===== src/rtl/memory_access_stage_if.sv =====
`default_nettype none
// ============================================================================
// Module   : memory_access_stage_if
// Brief    : Data-memory request/response bus between the MEM stage and memory.
// Revision : 1.0
// ============================================================================
interface memory_access_stage_if;
    logic        dmemReq;
    logic        dmemWe;
    logic [31:0] dmemAddr;
    logic [31:0] dmemWdata;
    logic [3:0]  dmemByteEnable;
    logic        dmemReady;
    logic [31:0] dmemRdata;

    modport master (
        output dmemReq,
        output dmemWe,
        output dmemAddr,
        output dmemWdata,
        output dmemByteEnable,
        input  dmemReady,
        input  dmemRdata
    );

    modport slave (
        input  dmemReq,
        input  dmemWe,
        input  dmemAddr,
        input  dmemWdata,
        input  dmemByteEnable,
        output dmemReady,
        output dmemRdata
    );
endinterface
`default_nettype wire


===== src/rtl/memory_access_stage.sv =====
`default_nettype none
// ============================================================================
// Module   : memory_access_stage
// Brief    : Pipeline MEM stage: issues loads/stores with a timeout, stalls the
//            front of the pipe while busy and formats load results.
// Revision : 1.0
// ============================================================================
module memory_access_stage #(
    parameter int MEM_TIMEOUT = 16
) (
    input  wire                   clk,
    input  wire                   reset,
    input  wire                   valid,
    input  wire                   memRead,
    input  wire                   memWrite,
    input  wire                   memToReg,
    input  wire                   regWrite,
    input  wire  [2:0]            funct3,
    input  wire  [31:0]           address,
    input  wire  [31:0]           writeData,
    memory_access_stage_if.master dmem,
    output logic [31:0]           memMemoryData,
    output logic [31:0]           memExecutionData,
    output logic                  memShouldUseMemoryData,
    output logic                  memIsRegisterWrite,
    output logic                  stall,
    output logic                  misaligned,
    output logic                  busError
);

    localparam int CNT_W = (MEM_TIMEOUT > 1) ? $clog2(MEM_TIMEOUT) : 1;
    localparam logic [CNT_W-1:0] CNT_LAST = CNT_W'(MEM_TIMEOUT - 1);

    localparam logic [1:0] SZ_BYTE = 2'd0;
    localparam logic [1:0] SZ_HALF = 2'd1;
    localparam logic [1:0] SZ_WORD = 2'd2;

    typedef enum logic [1:0] {
        S_IDLE   = 2'd0,
        S_ACCESS = 2'd1,
        S_DONE   = 2'd2
    } state_t;

    state_t           state_q;
    logic [CNT_W-1:0] cnt_q;
    logic [31:0]      addr_q;
    logic [31:0]      wdata_q;
    logic [3:0]       be_q;
    logic             store_q;
    logic [1:0]       size_q;
    logic             uns_q;
    logic             memToReg_q;
    logic             regWrite_q;
    logic             busErr_q;
    logic [31:0]      result_q;

    logic [1:0]       size_d;
    logic             isMem_d;
    logic             misalign_d;
    logic             start_d;
    logic [3:0]       be_d;
    logic [31:0]      wdata_d;

    // Unlisted funct3 encodings fall through to word accesses.
    function automatic logic [1:0] size_of(input logic [2:0] f3);
        logic [1:0] s;
        case (f3)
            3'b000, 3'b100: s = SZ_BYTE;
            3'b001, 3'b101: s = SZ_HALF;
            default:        s = SZ_WORD;
        endcase
        return s;
    endfunction

    function automatic logic [31:0] load_extend(
        input logic [31:0] rdata,
        input logic [1:0]  off,
        input logic [1:0]  size,
        input logic        uns
    );
        logic [7:0]  b;
        logic [15:0] h;
        logic [31:0] r;
        case (off)
            2'd0:    b = rdata[7:0];
            2'd1:    b = rdata[15:8];
            2'd2:    b = rdata[23:16];
            default: b = rdata[31:24];
        endcase
        h = off[1] ? rdata[31:16] : rdata[15:0];
        case (size)
            SZ_BYTE: r = {{24{~uns & b[7]}}, b};
            SZ_HALF: r = {{16{~uns & h[15]}}, h};
            default: r = rdata;
        endcase
        return r;
    endfunction

    assign size_d     = size_of(funct3);
    assign isMem_d    = valid & (memRead | memWrite);
    assign misalign_d = ((size_d == SZ_HALF) & address[0]) |
                        ((size_d == SZ_WORD) & (address[1:0] != 2'b00));
    assign start_d    = isMem_d & ~misalign_d;

    // Stores place the datum on every lane it could occupy; enables pick the lane.
    always_comb begin
        be_d    = 4'b1111;
        wdata_d = writeData;
        case (size_d)
            SZ_BYTE: begin
                be_d    = 4'b0001 << address[1:0];
                wdata_d = {4{writeData[7:0]}};
            end
            SZ_HALF: begin
                be_d    = address[1] ? 4'b1100 : 4'b0011;
                wdata_d = {2{writeData[15:0]}};
            end
            default: begin
                be_d    = 4'b1111;
                wdata_d = writeData;
            end
        endcase
    end

    always_ff @(posedge clk) begin
        if (reset) begin
            state_q    <= S_IDLE;
            cnt_q      <= '0;
            addr_q     <= '0;
            wdata_q    <= '0;
            be_q       <= '0;
            store_q    <= 1'b0;
            size_q     <= SZ_BYTE;
            uns_q      <= 1'b0;
            memToReg_q <= 1'b0;
            regWrite_q <= 1'b0;
            busErr_q   <= 1'b0;
            result_q   <= '0;
        end else begin
            case (state_q)
                S_IDLE: begin
                    if (start_d) begin
                        state_q    <= S_ACCESS;
                        cnt_q      <= '0;
                        addr_q     <= address;
                        wdata_q    <= wdata_d;
                        be_q       <= be_d;
                        store_q    <= memWrite;
                        size_q     <= size_d;
                        uns_q      <= funct3[2];
                        memToReg_q <= memToReg;
                        regWrite_q <= regWrite;
                        busErr_q   <= 1'b0;
                        result_q   <= '0;
                    end
                end
                S_ACCESS: begin
                    if (dmem.dmemReady) begin
                        result_q <= store_q ? 32'd0
                                            : load_extend(dmem.dmemRdata, addr_q[1:0], size_q, uns_q);
                        state_q  <= S_DONE;
                    end else if (cnt_q == CNT_LAST) begin
                        busErr_q <= 1'b1;
                        result_q <= '0;
                        state_q  <= S_DONE;
                    end else begin
                        cnt_q <= cnt_q + 1'b1;
                    end
                end
                S_DONE: begin
                    // Always return to IDLE so the still-held EX/MEM op cannot re-issue.
                    state_q <= S_IDLE;
                end
                default: state_q <= S_IDLE;
            endcase
        end
    end

    always_comb begin
        dmem.dmemReq           = 1'b0;
        dmem.dmemWe            = 1'b0;
        dmem.dmemAddr          = '0;
        dmem.dmemWdata         = '0;
        dmem.dmemByteEnable    = '0;
        memMemoryData          = '0;
        memExecutionData       = '0;
        memShouldUseMemoryData = 1'b0;
        memIsRegisterWrite     = 1'b0;
        stall                  = 1'b0;
        misaligned             = 1'b0;
        busError               = 1'b0;
        // Reset blanks every output immediately, including a request in flight.
        if (!reset) begin
            case (state_q)
                S_IDLE: begin
                    memExecutionData = address;
                    if (!isMem_d) begin
                        memShouldUseMemoryData = memToReg;
                        memIsRegisterWrite     = regWrite & valid;
                    end else if (misalign_d) begin
                        misaligned = 1'b1;
                    end else begin
                        stall = 1'b1;
                    end
                end
                S_ACCESS: begin
                    dmem.dmemReq        = 1'b1;
                    dmem.dmemWe         = store_q;
                    dmem.dmemAddr       = {addr_q[31:2], 2'b00};
                    dmem.dmemWdata      = wdata_q;
                    dmem.dmemByteEnable = be_q;
                    stall               = 1'b1;
                    memExecutionData    = addr_q;
                end
                S_DONE: begin
                    memExecutionData       = addr_q;
                    memMemoryData          = result_q;
                    busError               = busErr_q;
                    memIsRegisterWrite     = regWrite_q & ~busErr_q;
                    memShouldUseMemoryData = ~store_q & memToReg_q;
                end
                default: begin
                    stall = 1'b0;
                end
            endcase
        end
    end

endmodule
`default_nettype wire


===== src/flat_wrapper.sv =====
// flat-port wrapper written by rule: the top's interface ports become plain ports
module memory_access_stage_flat 
#(
    parameter int MEM_TIMEOUT = 16
)
  (clk, reset, valid, memRead, memWrite, memToReg, regWrite, funct3, address, writeData, memMemoryData, memExecutionData, memShouldUseMemoryData, memIsRegisterWrite, stall, misaligned, busError, dmem_dmemReq, dmem_dmemWe, dmem_dmemAddr, dmem_dmemWdata, dmem_dmemByteEnable, dmem_dmemReady, dmem_dmemRdata);
  memory_access_stage_if dmem_i ();
  input  wire clk;
  input  wire reset;
  input  wire valid;
  input  wire memRead;
  input  wire memWrite;
  input  wire memToReg;
  input  wire regWrite;
  input  wire  [2:0] funct3;
  input  wire  [31:0] address;
  input  wire  [31:0] writeData;
  output logic [31:0] memMemoryData;
  output logic [31:0] memExecutionData;
  output logic memShouldUseMemoryData;
  output logic memIsRegisterWrite;
  output logic stall;
  output logic misaligned;
  output logic busError;
  output wire logic [$bits(dmem_i.dmemReq)-1:0] dmem_dmemReq;
  output wire logic [$bits(dmem_i.dmemWe)-1:0] dmem_dmemWe;
  output wire logic [$bits(dmem_i.dmemAddr)-1:0] dmem_dmemAddr;
  output wire logic [$bits(dmem_i.dmemWdata)-1:0] dmem_dmemWdata;
  output wire logic [$bits(dmem_i.dmemByteEnable)-1:0] dmem_dmemByteEnable;
  input wire logic [$bits(dmem_i.dmemReady)-1:0] dmem_dmemReady;
  input wire logic [$bits(dmem_i.dmemRdata)-1:0] dmem_dmemRdata;
  assign dmem_dmemReq = dmem_i.dmemReq;
  assign dmem_dmemWe = dmem_i.dmemWe;
  assign dmem_dmemAddr = dmem_i.dmemAddr;
  assign dmem_dmemWdata = dmem_i.dmemWdata;
  assign dmem_dmemByteEnable = dmem_i.dmemByteEnable;
  assign dmem_i.dmemReady = dmem_dmemReady;
  assign dmem_i.dmemRdata = dmem_dmemRdata;
  memory_access_stage #(.MEM_TIMEOUT(MEM_TIMEOUT)) u_core (.clk(clk), .reset(reset), .valid(valid), .memRead(memRead), .memWrite(memWrite), .memToReg(memToReg), .regWrite(regWrite), .funct3(funct3), .address(address), .writeData(writeData), .dmem(dmem_i), .memMemoryData(memMemoryData), .memExecutionData(memExecutionData), .memShouldUseMemoryData(memShouldUseMemoryData), .memIsRegisterWrite(memIsRegisterWrite), .stall(stall), .misaligned(misaligned), .busError(busError));
endmodule

===== config.mk =====
export PLATFORM = sky130hd
export DESIGN_NAME = memory_access_stage_flat
export DESIGN_NICKNAME = d
export VERILOG_FILES = /design/src/rtl/memory_access_stage_if.sv /design/src/rtl/memory_access_stage.sv /design/src/flat_wrapper.sv
export SDC_FILE = /design/constraint.sdc
export NUM_CORES = 1
export LEC_CHECK = 0
export ABC_AREA = 1
export BUFFER_PORTS_ARGS = -buffer_cell sky130_fd_sc_hd__buf_2
export CORE_AREA = 2 2 98 171
export DETAILED_ROUTE_END_ITERATION = 12
export DIE_AREA = 0 0 100 173
export PLACE_DENSITY = 0.69
export RECOVER_POWER = 25
export SETUP_SLACK_MARGIN = 0.5
export SLEW_MARGIN = 5
export SYNTH_ARGS = -nofsm -noshare
export SYNTH_HDL_FRONTEND = slang
export SYNTH_SLANG_ARGS = --single-unit

===== constraint.sdc =====
create_clock -name clk -period 3.3 [get_ports clk]
set_clock_uncertainty 0.15 [all_clocks]
set_input_delay 0.165 -clock clk [delete_from_list [all_inputs] [get_ports clk]]
set_output_delay 0.165 -clock clk [all_outputs]
set_load 0.005 [all_outputs]

Word-level counts from Yosys, hierarchy flattened
Index checks and enable logic that the tools add are counted.
Widths: inputs -> output; s select.

storage, ports and cells
  register bits = 113
  output and inout bits = 139

cells by class
  add/subtract/negate cells = 1
  equal/unequal tests = 16
  shift-type cells = 1
  multiplexer cells = 57
  bitwise operators = 15
  reduce and logical (&&, ||, !) cells = 15

operator list
  cell                 number
  $mux 32              11
  $pmux 32 s2          4
  $mux 4               6
  $mux 8               3
  $pmux 8 s3           1
  $mux 1               20
  $mux 16              1
  $pmux 4 s2           2
  $and 1x1->1          9
  $eq 2x1->1 const B   4
  $logic_not 2->1      4
  $pmux 1 s2           4
  $pmux 2 s2           2
  $reduce_and 4->1     2
  $eq 2x2->1 const B   3
  $eq 3x3->1 const B   2
  $mux 2               3
  $reduce_or 2->1      3
  $add 4x1->4 const B  1
  $eq 4x4->1 const B   1
  $ne 2x1->1 const B   2
  $ne 2x2->1 const B   2
  $not 1->1            4
  $reduce_and 2->1     2
  other kinds (7)      9

Logic depth before layout (Yosys ltp)
Gate-level depths: netlist (run 1).

  depth in word-level cells = 10
  mapped depth = 11
  gate-level depth less buffers = 9

Worst setup path after synthesis (run 1)
No wires, ideal clock.

  kind = reg2out
  start point = reg u_core.state_q[0]
  end point = out memExecutionData[10]
  arrival = 1.356 ns
  data required time = 2.985 ns
  slack = 1.629 ns
  cell stages (with the launch flop) = 7
  buffers on the path = 2
  cells stage by stage = dfxtp_1 -> inv_1 -> ha_1 -> clkbuf_1 -> buf_2 -> nand2_1 -> a21oi_1

on the way
  word-level cells in the longest chain between the ends = 4

RTL lines
  item                                      line                        text
  from (decl)                               memory_access_stage.sv:44   state_t state_q;
  from (signal assigned)                    memory_access_stage.sv:127  state_q <= S_IDLE;
  from (signal assigned)                    memory_access_stage.sv:143  state_q <= S_ACCESS;
  from (signal assigned)                    memory_access_stage.sv:161  state_q <= S_DONE;
  $eq 2x1->1 or $eq 2x2->1 (tied branches)  memory_access_stage.sv:194  case (state_q)
  $reduce_or 2->1 (no source line)          n/a
  $pmux 32 s2 (*)                           memory_access_stage.sv:194
  $mux 32 (*)                               memory_access_stage.sv:193  if (!reset) begin
  to (decl)                                 flat_wrapper.sv:19          output logic [31:0] memExecutionData;

Every way passes the cells marked *; elsewhere a longest branch is shown, timed or not.

==> results.md, run 1 <==
* Status: completed
* Max-slew headroom at 37.81%
* Synth Area in Compound Gates at 18.82%
* Chip Height at 173 um
* Die area at 17300 um^2
* IO Count at 246
* Diodes inserted at 0
* Max incr delay on CP at 0.72 ns
* Syn. warnings at 0
* Remaining antenna violation count at 0
* Largest family of logic cells by synthesized area: simple AND/OR/NAND/NOR gates
* Post-DP HPWL at 15.77 mm
* Gpl congestion at 0.8997
* Final setup TNS at 0 ns
* CTS tree: built
* Reg-to-reg critical path startpoint: u_core.state_q[0]
* Max Slew Vio Count at 0
* Port bufs at 243
* Buf/Inv on CP at 5
* Crit path from: reset
* Post-CTS Hold Fix Bufs at 66
* Pre-antenna DRT Iters at 5
* FMAX at 363.7 MHz
* Multiplexer share of the synthesized area at 0%
* Worst-path maximum fanout at 85
* Drt wl/cell at 15.08 um
* Post-Synth Simple-Gate Area at 32.91%
* Final WL at 22.85 mm
* CP Data Required Time at 3.43 ns
* Core ar. at 15880 um^2
* Fin cells at 1515
* Antenna violations before repair at 0
* Clk slew on worst S/H paths at 0.05 ns
* Avg Inst Size Synth at 6.200 um^2
* # clock sinks at 113
* First-pass GRT wire length at 35.51 mm
* Xor/xnor share of the synthesized area at 0%
* Worst path slowest cell: buf_4
* Mapped Area at 6535 um^2
* Die width at 100 um
* Final number of setup-violating endpoints at 0
* CP arrival at 2.88 ns
* Static Leak at 0.004302 uW
* Slew @ Worst Pin at 0.9328 ns
* Sequential area share after synthesis at 34.62%
* Worst-Skew Late Latency at 0.40 ns
* # nets final at 1427
* Area Growth Syn to Fin at 36.22%
* Std-Cell Rows at 61
* WS Path Type: primary input to register
* Synth unique cells at 29
* Vias in the first global route at 7262
* Post-CTS setup buffer count at 0
* Endpoints failing hold at 0
* Via Count at 7774
* Cell mode on critical path: buf_4
* Total gr overflow at 0
* Worst hold path type: primary input to register
* Worst hold slack at 0.009327 ns
* Largest net degree at the start of global routing at 86
* Fill cell count at 1602
* CTS Buffer Depth at 2
* GRT Util Overall at 25.47%
* DRC errors left at 0
* Max cap viols at 0
* Crit path cell chain: dlygate4sd3_1 > buf_4 > buf_4 > inv_1 > clkbuf_2 > o21ai_0 > a21oi_1
* Number of CTS-inserted buffers at 17
* Crit end category: register
* CTS H-tree depth at 4
* Post-Synth Adder-Cell Area at 0.9573%
* Clock root buffer master: clkbuf_16
* Initial Util at 41.16%
* Min Tclk post-route at 2.749 ns
* R2r setup slk at 0.88 ns
* Vias per inst at 5.131
* Yosys reg bits at 113
* Syn Inst Count at 1054
* Worst vdd ir at 0.0003203 V
* Initial drt markers at 443
* Hold Path Sink: u_core.result_q[6]
* Post-layout util at 56.08%
* Worst Reg2Reg Path Length in Cells at 8
* Hold path startpoint: dmem_dmemRdata[6]
* Cell family with the largest share of critical-path delay: buffers and inverters
* Worst hold path stage count at 5
* Startpoint Class: primary input
* Pwr dens at 460.9 nW/um^2
* Layout cell share with drive strength beyond 1 at 22.40%
* Total chip power at 4103 uW
* Reg2Reg Capture Point: u_core.busErr_q
* RSZ-0062 raised after global routing: no
* Inst Count DP at 1419
* Period Utilization, post-route at 83.31%
* CTS resizes at 0
[synth_stat cells (all sizes together)]
master	instances	area share, %
conb	1	0.057
nor4	1	0.096
nand3	88	7.2
or2	8	0.77
dfxtp	113	35
nand2	269	16
a21oi	139	11
o211ai	13	1.6
nand4	2	0.19
buf	41	4.3
ha	5	0.96
clkbuf	38	2.2
nor2	136	8.1
inv	107	6.1
o21ai	84	6.6
nor3	9	0.69
[stage by stage]
stage	cell area, um^2	setup WS (ns)
global placement	7660	1.001
finish	8902	0.5508
CTS	8924	0.6806
detailed placement	7660	0.9299
floorplan	6539	1.629
global route	8902	0.3871
[worst max path at each step]
stage                                 endpoint  slack (ns)  depth (start not counted)
after global routing        u_core.wdata_q[11]        0.39                          7
after detailed placement     u_core.wdata_q[7]        0.93                          9
after floorplan           memExecutionData[10]        1.63                          6
after CTS                   dmem_dmemWdata[28]        0.68                          7
final                       u_core.wdata_q[11]        0.55                          7
after global placement       u_core.wdata_q[7]        1.00                          9
[flip-flops by register name (all words and copies together), names as in the netlist]
| register | flops |
|---|---|
| u_core.addr_q | 32 |
| u_core.be_q | 4 |
| u_core.busErr_q | 1 |
| u_core.cnt_q | 4 |
| u_core.memToReg_q | 1 |
| u_core.regWrite_q | 1 |
| u_core.result_q | 32 |
| u_core.size_q | 2 |
| u_core.state_q | 2 |
| u_core.store_q | 1 |
| u_core.uns_q | 1 |
| u_core.wdata_q | 32 |
[layout by cell type (no fill, tap or decap), types with 2 or more instances in the layout]
cell	n
nand3_4	3
inv_2	5
ha_1	5
clkbuf_1	12
clkbuf_2	5
buf_2	229
nand2_4	3
clkinv_2	2
conb_1	2
dlygate4sd3_1	66
nor3_1	9
bufinv_16	3
a21oi_1	139
dfxtp_1	113
clkinvlp_4	2
clkbuf_8	3
nand2_1	264
nand4_1	2
o21ai_0	83
clkinv_4	2
nor2_1	134
clkbuf_16	17
nand3_1	85
buf_4	9
nand2_2	2
or2_2	8
o211ai_1	12
inv_1	102
[per-layer routing]
metal	GRT usage (%)	wire length, um	vias to the layer above
li1	-	-	3881
met1	28.83	8756	3507
met2	45.41	11830	324
met3	4.770	1393	62
met4	11.53	867	0
met5	0	0	-
[where the power goes]
part	internal [uW]	switching, uW	total (uW)
Clock	1240	650	1890
Sequential	1440	43.9	1490
Combinational	272	456	728
[worst min-delay path, cell delays in order]
cell,delay [ns]
buf_2,0.10
nor2_1,0.04
nor2_1,0.07
nand3_1,0.09
nand2_1,0.06
[cell families after synthesis]
kind of cell    after synthesis
fa+ha+maj                     5
simple gates                513
compound gates              236
buf+inv                     186
other cells                   1
flops                       113
[layout make-up]
| cell class | count | area, um^2 | area share, % |
|---|---|---|---|
| sequential | 113 | 2262 | 25.41 |
| inverter | 107 | 401.6 | 4.512 |
| tap | 189 | 236.5 | 2.656 |
| clock inverter | 9 | 132.6 | 1.490 |
| multi-input combinational | 756 | 3458 | 38.85 |
| clock buffer | 21 | 470.5 | 5.285 |
| timing repair buffer | 320 | 1941 | 21.80 |
(Power assumes the default switching activity.)
==> run 2: changes to the inputs <==
==> constraint.sdc (replaced) <==
create_clock -name clk -period 2.7 [get_ports clk]
set_clock_uncertainty 0.15 [all_clocks]
set_input_delay 0.135 -clock clk [delete_from_list [all_inputs] [get_ports clk]]
set_output_delay 0.135 -clock clk [all_outputs]
set_load 0.005 [all_outputs]
==> results.md, run 2 (synthesis results as in run 1) <==
* Crit path cell chain: dlygate4sd3_1 > clkbuf_1 > nor2_1 > nor2_1 > nand3_4 > inv_2 > nand2_1 > o211ai_1 > inv_1
* Worst-Skew Late Latency at 0.40 ns
* Clock root buffer master: clkbuf_16
* Worst path slowest cell: inv_2
* Crit end category: register
* Final WL at 23.38 mm
* Reg power frac at 35.3%
* Via Count at 7914
* Period Utilization, post-route at 82.88%
* Pre-antenna DRT Iters at 5
* Static Leak at 0.004412 uW
* Die width at 100 um
* Setup WS post-layout at 0.4623 ns
* Initial drt markers at 457
* Cell mode on critical path: nor2_1
* Final number of setup-violating endpoints at 0
* Max cap viols at 0
* Pre-CTS WS at 0.3713 ns
* Max-slew headroom at 27.82%
* Pwr dens at 555.2 nW/um^2
* # clock sinks at 113
* Clk slew on worst S/H paths at 0.05 ns
* Diodes inserted at 0
* Endpoints failing hold at 0
* Layout cell share with drive strength beyond 1 at 21.84%
* # nets final at 1450
* RSZ-0062 raised after global routing: yes
* CP arrival at 2.37 ns
* CP Data Required Time at 2.84 ns
* Number of CTS-inserted buffers at 17
* Area Growth Syn to Fin at 41.66%
* Slew @ Worst Pin at 1.081 ns
* Chip Height at 173 um
* Clk pwr share at 46.1%
* Min Tclk post-route at 2.238 ns
* Initial Util at 41.16%
* FMAX at 446.9 MHz
* Internal at 3736 uW
* Antenna violations before repair at 0
* Switch share at 27.31%
* GRT Util Overall at 26.34%
* Sw Pwr at 1404 uW
* Worst vdd ir at 0.0004125 V
* Post-layout util at 58.31%
* Post-DP HPWL at 15.73 mm
* Total gr overflow at 0
* Vias in the first global route at 7591
* Vias per inst at 5.139
* Most common cell after layout, fill and taps aside: nand2_1
* Top Registers: u_core.addr_q x32, u_core.result_q x32, u_core.wdata_q x32
* Worst hold path type: primary input to register
* CTS H-tree depth at 4
* DRC errors left at 0
* Commonest cells after routing, fill and taps aside: 264 x nand2_1, 218 x buf_2, 139 x a21oi_1
* Gpl congestion at 0.9154
* Core ar. at 15880 um^2
* Max incr delay on CP at 0.57 ns
* Port bufs at 243
* Std-Cell Rows at 61
* Drt wl/cell at 15.18 um
* CTS tree: built
* Die area at 17300 um^2
* Startpoint Class: primary input
* Final setup TNS at 0 ns
* Worst-path maximum fanout at 40
* Status: completed
* CTS Buffer Depth at 2
* Max Slew Vio Count at 0
* IO Count at 246
* First-pass GRT wire length at 36.85 mm
* Combinational Power Share at 18.6%
* WS Path Type: primary input to register
* Largest net degree at the start of global routing at 90
* Remaining antenna violation count at 0
-- run 2: changes by cell type in the layout (fill, tap and decap cells not counted), moves of 2 or more --
cell and change:
buf_12 +5, dlygate4sd3_1 +18, clkbuf_1 +12, inv_2 -2, nor2_1 -2, buf_2 -11
-- run 2: layer usage --
| metal | GRT usage, % | wire length [um] |
|---|---|---|
| met2 | 47.80 | 12160 |
| met3 | 5.133 | 1492 |
| met1 | 28.31 | 8668 |
| met5 | 0 | 0 |
| met4 | 13.36 | 1061 |
-- run 2: critical path, delay by kind of cell --
kind	cells	cell delay (ns)
compound gates	1	0.12
buf+inv	4	1.30
simple gates	4	0.81
-- run 2: power groups by stage --
stage	Sequential, uW	Clock, uW	Combinational (uW)
after floorplan	1830	0	557
after global placement	1850	0	815
after detailed placement	1850	0	821
after CTS	1810	2400	931
after global routing	1830	2480	1050
final	1820	2370	955
-- run 2: final timing paths --
kind	startpoint	end	slack (ns)	cells past startpoint
max	memWrite	u_core.wdata_q[7]	0.46	9
min	dmem_dmemRdata[14]	u_core.result_q[14]	0.01	5
max reg2reg	u_core.state_q[0]	u_core.wdata_q[7]	0.54	7
min reg2reg	u_core.wdata_q[14]	u_core.wdata_q[14]	0.30	2
-- run 2: area by class of cell --
class / instances / area, um^2
fill: 1571 / 6618
sequential: 113 / 2262
tap: 189 / 236.5
clock buffer: 23 / 467.9
clock inverter: 9 / 155.1
multi-input combinational: 756 / 3490
inverter: 107 / 404.1
timing repair buffer: 343 / 2242
-- run 2: through the flow --
stage,hold slack (ns),std cells,cell area [um^2],power (uW)
3_5_place_dp,0.2347,1422,7720,2670
2_1_floorplan,0.1288,1055,6539,2390
5_1_grt,0.02026,1540,9258,5355
3_3_place_gp,0.2307,1422,7720,2663
4_1_cts,0.004032,1540,9240,5146
6_report,0.01028,1540,9258,5140
-- run 2: timing repair --
action / CTS / global route
cloned: 1 / 0
setup buffers: 1 / 0
endpoints found under the hold margin: 86 / 0
gates resized for setup: 8 / 10
hold buffers: 84 / 0
endpoints found under the setup margin: 91 / 54
pin swaps: 0 / 0
